[src/rtl/uart_rx_fifo.sv]
// 8N1 UART receiver: two-flop synchronizer, oversampling bit FSM, and a
// show-ahead circular FIFO with sticky overrun / framing-error flags.
module uart_rx_fifo #(
  parameter int HALF_INTERVAL = 433,
  parameter int INTERVAL      = 868,
  parameter int DEPTH_LOG     = 4
) (
  input  logic       clk,
  input  logic       reset,
  input  logic       uart_rx,
  output logic [7:0] out_data,
  output logic       out_valid,
  input  logic       out_ready,
  input  logic       err_clear,
  output logic       overrun,
  output logic       frame_error
);

  localparam int CW    = $clog2(INTERVAL + 1);
  localparam int DEPTH = 1 << DEPTH_LOG;
  localparam logic [CW-1:0]      HALF_LAST = CW'(HALF_INTERVAL - 1);
  localparam logic [CW-1:0]      BIT_LAST  = CW'(INTERVAL - 1);
  localparam logic [DEPTH_LOG:0] FULL_CNT  = DEPTH[DEPTH_LOG:0];

  typedef enum logic [2:0] {IDLE, START, DATA, STOP, WAIT_IDLE} state_t;

  logic                 rx_meta, rx_s;
  state_t               state, state_nx;
  logic [CW-1:0]        cnt, cnt_nx;
  logic [2:0]           idx, idx_nx;
  logic [7:0]           shreg, shreg_nx;
  logic                 push, frm_err;

  logic [7:0]           mem [DEPTH];
  logic [DEPTH_LOG-1:0] wr_ptr, rd_ptr;
  logic [DEPTH_LOG:0]   count;
  logic                 pop, full, accept, drop;

  // Synchronizer idles high so reset never looks like a start edge.
  always_ff @(posedge clk) begin
    if (reset) begin
      rx_meta <= 1'b1;
      rx_s    <= 1'b1;
    end else begin
      rx_meta <= uart_rx;
      rx_s    <= rx_meta;
    end
  end

  always_ff @(posedge clk) begin
    if (reset) begin
      state <= IDLE;
      cnt   <= '0;
      idx   <= '0;
      shreg <= '0;
    end else begin
      state <= state_nx;
      cnt   <= cnt_nx;
      idx   <= idx_nx;
      shreg <= shreg_nx;
    end
  end

  always_comb begin
    state_nx = state;
    cnt_nx   = cnt;
    idx_nx   = idx;
    shreg_nx = shreg;
    push     = 1'b0;
    frm_err  = 1'b0;
    case (state)
      IDLE: if (!rx_s) begin
        state_nx = START;
        cnt_nx   = '0;
      end
      START: if (cnt == HALF_LAST) begin
        cnt_nx   = '0;
        idx_nx   = '0;
        state_nx = rx_s ? IDLE : DATA;
      end else cnt_nx = cnt + CW'(1);
      DATA: if (cnt == BIT_LAST) begin
        // LSB arrives first, so shift in from the top.
        cnt_nx   = '0;
        shreg_nx = {rx_s, shreg[7:1]};
        idx_nx   = idx + 3'd1;
        if (idx == 3'd7) state_nx = STOP;
      end else cnt_nx = cnt + CW'(1);
      STOP: if (cnt == BIT_LAST) begin
        cnt_nx = '0;
        if (rx_s) begin
          push     = 1'b1;
          state_nx = IDLE;
        end else begin
          frm_err  = 1'b1;
          state_nx = WAIT_IDLE;
        end
      end else cnt_nx = cnt + CW'(1);
      WAIT_IDLE: if (rx_s) state_nx = IDLE;
      default: state_nx = IDLE;
    endcase
  end

  // A full FIFO still takes the byte when the head leaves in the same cycle.
  assign out_valid = (count != '0);
  assign out_data  = out_valid ? mem[rd_ptr] : 8'h00;
  assign pop       = out_valid && out_ready;
  assign full      = (count == FULL_CNT);
  assign accept    = push && (!full || pop);
  assign drop      = push && full && !pop;

  always_ff @(posedge clk) begin
    if (reset) begin
      wr_ptr <= '0;
      rd_ptr <= '0;
      count  <= '0;
    end else begin
      if (accept) wr_ptr <= wr_ptr + 1'b1;
      if (pop)    rd_ptr <= rd_ptr + 1'b1;
      case ({accept, pop})
        2'b10:   count <= count + 1'b1;
        2'b01:   count <= count - 1'b1;
        default: count <= count;
      endcase
    end
  end

  always_ff @(posedge clk) begin
    if (accept) mem[wr_ptr] <= shreg;
  end

  // Set beats clear when both land in one cycle.
  always_ff @(posedge clk) begin
    if (reset) begin
      overrun     <= 1'b0;
      frame_error <= 1'b0;
    end else begin
      if (drop)           overrun <= 1'b1;
      else if (err_clear) overrun <= 1'b0;
      if (frm_err)        frame_error <= 1'b1;
      else if (err_clear) frame_error <= 1'b0;
    end
  end

endmodule

[config.mk]
export PLATFORM = sky130hd
export DESIGN_NAME = uart_rx_fifo
export DESIGN_NICKNAME = d
export VERILOG_FILES = /design/src/rtl/uart_rx_fifo.sv
export SDC_FILE = /design/constraint.sdc
export NUM_CORES = 1
export LEC_CHECK = 0
export CORE_MARGIN = 2
export CORE_UTILIZATION = 31
export DETAILED_ROUTE_END_ITERATION = 6
export GPL_ROUTABILITY_DRIVEN = 0
export GPL_TIMING_DRIVEN = 0
export PLACE_DENSITY = 0.54
export SKIP_LAST_GASP = 1
export SLEW_MARGIN = 20
export SYNTH_ARGS = -nofsm -noshare
export SYNTH_HDL_FRONTEND = slang
export SYNTH_SLANG_ARGS = --single-unit
[constraint.sdc]
create_clock -name clk -period 3.31 [get_ports clk]
set_input_delay 0.662 -clock clk [delete_from_list [all_inputs] [get_ports clk]]
set_output_delay 0.662 -clock clk [all_outputs]
set_load 0.005 [all_outputs]
==> results.md <==
* Status: finished, violations left
* Failing checks: setup timing
* WL final at 14,570 um
* Ordered cell list for the critical path: buf_12, mux4_2, mux4_2, and2_1, clkdlybuf4s50_1
* Switch share at 21.45%
* Max Root-Sink Buffers at 2
* Top cell type's share of synthesized area at 53.96%
* Clock transition at path regs at ~0.070 ns
* Cts hold-fix bufs at 0
* Sequential Power Share at around 52%
* Area contributors post-synth: edfxtp_1 (54%), dfxtp_1 (13%), mux4_2 (13%)
* Setup ws final at -0.01453 ns
* Synth Register Bits at 173
* Final core occ at 37.27%
* P_sw at 945.9 uW
* Fill count at between 2,000 and 2,500
* Critical Path RT at 2.65 ns
* Post-DR wirelength/cell at 18.16 um
* Worst Max-Slew Pin Slew at around 0.87 ns
* R2R Setup Slk at 0.30 ns
* Row count at 55
* Max_cap viols at 0
* Final nets at 520
* Crit path top cell by count: mux4_2
* Pre-Repair DR Iteration Count at 5
* Delay of the slowest critical-path stage at roughly 0.52 ns
* Core ar. at 22,570 um^2
* Worst setup SP type: register
* CTS root buf: clkbuf_16
* Arr. time, crit path at 2.66 ns
* Clock Skews at about 0.012 ns
* Post-synth top cells: edfxtp_1 (128), dfxtp_1 (45), mux4_2 (40), nor2_1 (38), nand2_1 (24)
* Synth area leader: edfxtp_1
* P_int at 3.464 mW
* Worst slew margin at 41.57%
* Synth Instances at 467
* Vias at approximately 4,100
* Comb power frac at 0.9%
* Initial antenna violation count at 0
* RSZ-0062 raised after global routing: true
* Final Max Tran Viols at 0
* # port buffers at 15
* Count leader, synth: edfxtp_1
* Seq/Total Area, Yosys at 66.61%
* Vias/cell at ~5.1
* Avg Inst Size Synth at about 15 um^2
* Initial core utilization at 31.56%
* Clock power frac at 47.0%
* Die area at around 24,000 um^2
* Crit path time final at around 3.3 ns
* Area growth, synth to finish at 18.11%
* ANT cells at 0
* HPWL after detailed placement at just under 10,000 um
* CP max stage cell: mux4_2
* Die span in x at 155.6 um
* Ys Warns at 0
* DRC at 0
* Final hold viol count at 0
* CTS tree: built
* Async SR Flop Fraction at 0%
* Die height at roughly 160 um
* First-pass GRT wire length at between 20,000 and 25,000 um
* FMAX at 300.8 MHz
* Share of cells above drive strength 1 at 21.08%
* Peak VDD IR at 0.0003672 V
* H-tree depth at 4
* Worst Setup Path Type: register to output port
* Distinct cells, synth at 57
* Critical Path End Type: output port
* Final period util at 100.4%
* Worst-Skew Late Latency at 0.43 ns
* Leakage at between 2 and 3 nW
* Number of routed nets with antenna violations at 0
* Post-synth EDFFs at 128
* Starting DRT DRC Count at 292
* Hold slack final at 0.4109 ns
* Worst hold path type: register to register
* Vias in the first global route at 4,073
* Total clock sinks at approximately 170
* Primary FF master, synth: edfxtp_1
* Ports at 16
* GRT Util Overall at 12.94%
* CTS buffer count at 17
* Setup violators final at 5
* GR Overflow Total at 0
* Synth Cell Area at 7123 um^2
* Worst-path fanout max at 10
* Synthesized Nets at roughly 480
* Largest net degree at the start of global routing at 19
* Pwr dens at around 520 nW/um^2
-- placed cells by master, fill, tap and decap left out, types with 3 or more instances in the layout --
cell / instances
nor2b_1: 3
nor2_1: 29
nand3_1: 19
xor2_1: 3
clkbuf_1: 14
nor4_1: 6
dfxtp_1: 44
clkbuf_4: 3
buf_12: 3
or3_1: 4
nor3_4: 3
a21oi_1: 23
buf_4: 5
ha_1: 11
inv_8: 3
inv_6: 5
clkdlybuf4s50_1: 15
edfxtp_1: 128
nor2_2: 8
clkbuf_16: 17
o21ai_0: 6
nand2_1: 24
nor3_1: 11
and2_1: 9
xnor2_1: 8
nor3b_1: 3
a22oi_1: 3
inv_1: 9
mux4_2: 40
nand2b_1: 3
-- timing repair --
action                     in CTS  in global routing
setup endpoints to repair       8                115
pin swaps                       0                  2
buffers inserted                0                  5
hold endpoints to repair        0                  0
gates resized for setup        20                 14
-- worst paths after layout --
kind	start	to	cells past startpoint
worst max-delay path	register	out_data[1]	5
worst min-delay path	rx_meta$_SDFF_PP1_	rx_s$_SDFF_PP1_	1
worst max register to register	cnt[0]$_SDFFE_PP0P_	count[4]$_SDFFE_PP0P_	10
worst min register to register	rx_meta$_SDFF_PP1_	rx_s$_SDFF_PP1_	1
-- metrics by stage --
step / power [mW] / instance area [um^2] / std cells / setup TNS, ns / setup WS (ns)
floorplan: 2.371 / 7123 / 467 / 0 / 0.6753
global placement: 2.386 / 7630 / 767 / -9.020 / -0.3528
detailed placement: 2.387 / 7650 / 767 / -0.1104 / -0.02829
CTS: 4.440 / 8327 / 798 / -0.3768 / -0.06072
global route: 4.527 / 8413 / 802 / -0.7782 / -0.1118
finish: 4.409 / 8413 / 802 / -0.03845 / -0.01453
-- state kept, by name, indices dropped and copies added, names as in the netlist, named ones only --
| name | cells |
|---|---|
| mem | 128 |
| cnt | 10 |
| shreg | 8 |
| count | 5 |
| rd_ptr | 4 |
| wr_ptr | 4 |
| idx | 3 |
| state | 3 |
| frame_error | 1 |
| overrun | 1 |
| rx_meta | 1 |
| rx_s | 1 |
-- layer usage --
| metal | track usage (%) | wire length (um) |
|---|---|---|
| met5 | 0 | 0 |
| met2 | 21.41 | 7247 |
| met3 | 3.111 | 645 |
| met1 | 16.79 | 6461 |
| met4 | 4.369 | 214 |
-- power groups by stage --
stage                     logic (mW)  registers, mW  clock network, mW
after floorplan               0.0233           2.35                  0
after global placement        0.0381           2.35                  0
after detailed placement      0.0387           2.35                  0
after CTS                     0.0387           2.30               2.10
after global routing          0.0434           2.30               2.19
final                         0.0386           2.30               2.07
-- cells by family after synthesis --
group / count (synthesis) / synth area share, %
buffers and inverters: 33 / 1.809
AO/OA/AOI/OAI: 54 / 4.813
adder cells (fa/ha/maj): 11 / 1.932
multiplexers: 43 / 13.10
XOR/XNOR: 11 / 1.353
AND/OR/NAND/NOR: 142 / 10.38
flip-flops: 173 / 66.61
-- area by class of cell --
cell class,instances,area (um^2),share of cell area [%]
Timing Repair Buffer,20,187.7,2.231
Multi-Input combinational cell,261,2322,27.60
Tap cell,285,356.6,4.239
Inverter,10,37.54,0.4462
Clock inverter,15,195.2,2.320
Buffer,21,140.1,1.666
Sequential cell,173,4748,56.44
Clock buffer,17,425.4,5.057
-- critical path, delay by kind of cell (launching register included) --
| kind | cells | cell delay [ns] |
|---|---|---|
| DFF | 1 | 0.42 |
| buffers and inverters | 2 | 0.61 |
| and+or+nand+nor | 1 | 0.18 |
| muxes | 2 | 1.01 |
(Power assumes the default switching activity.)
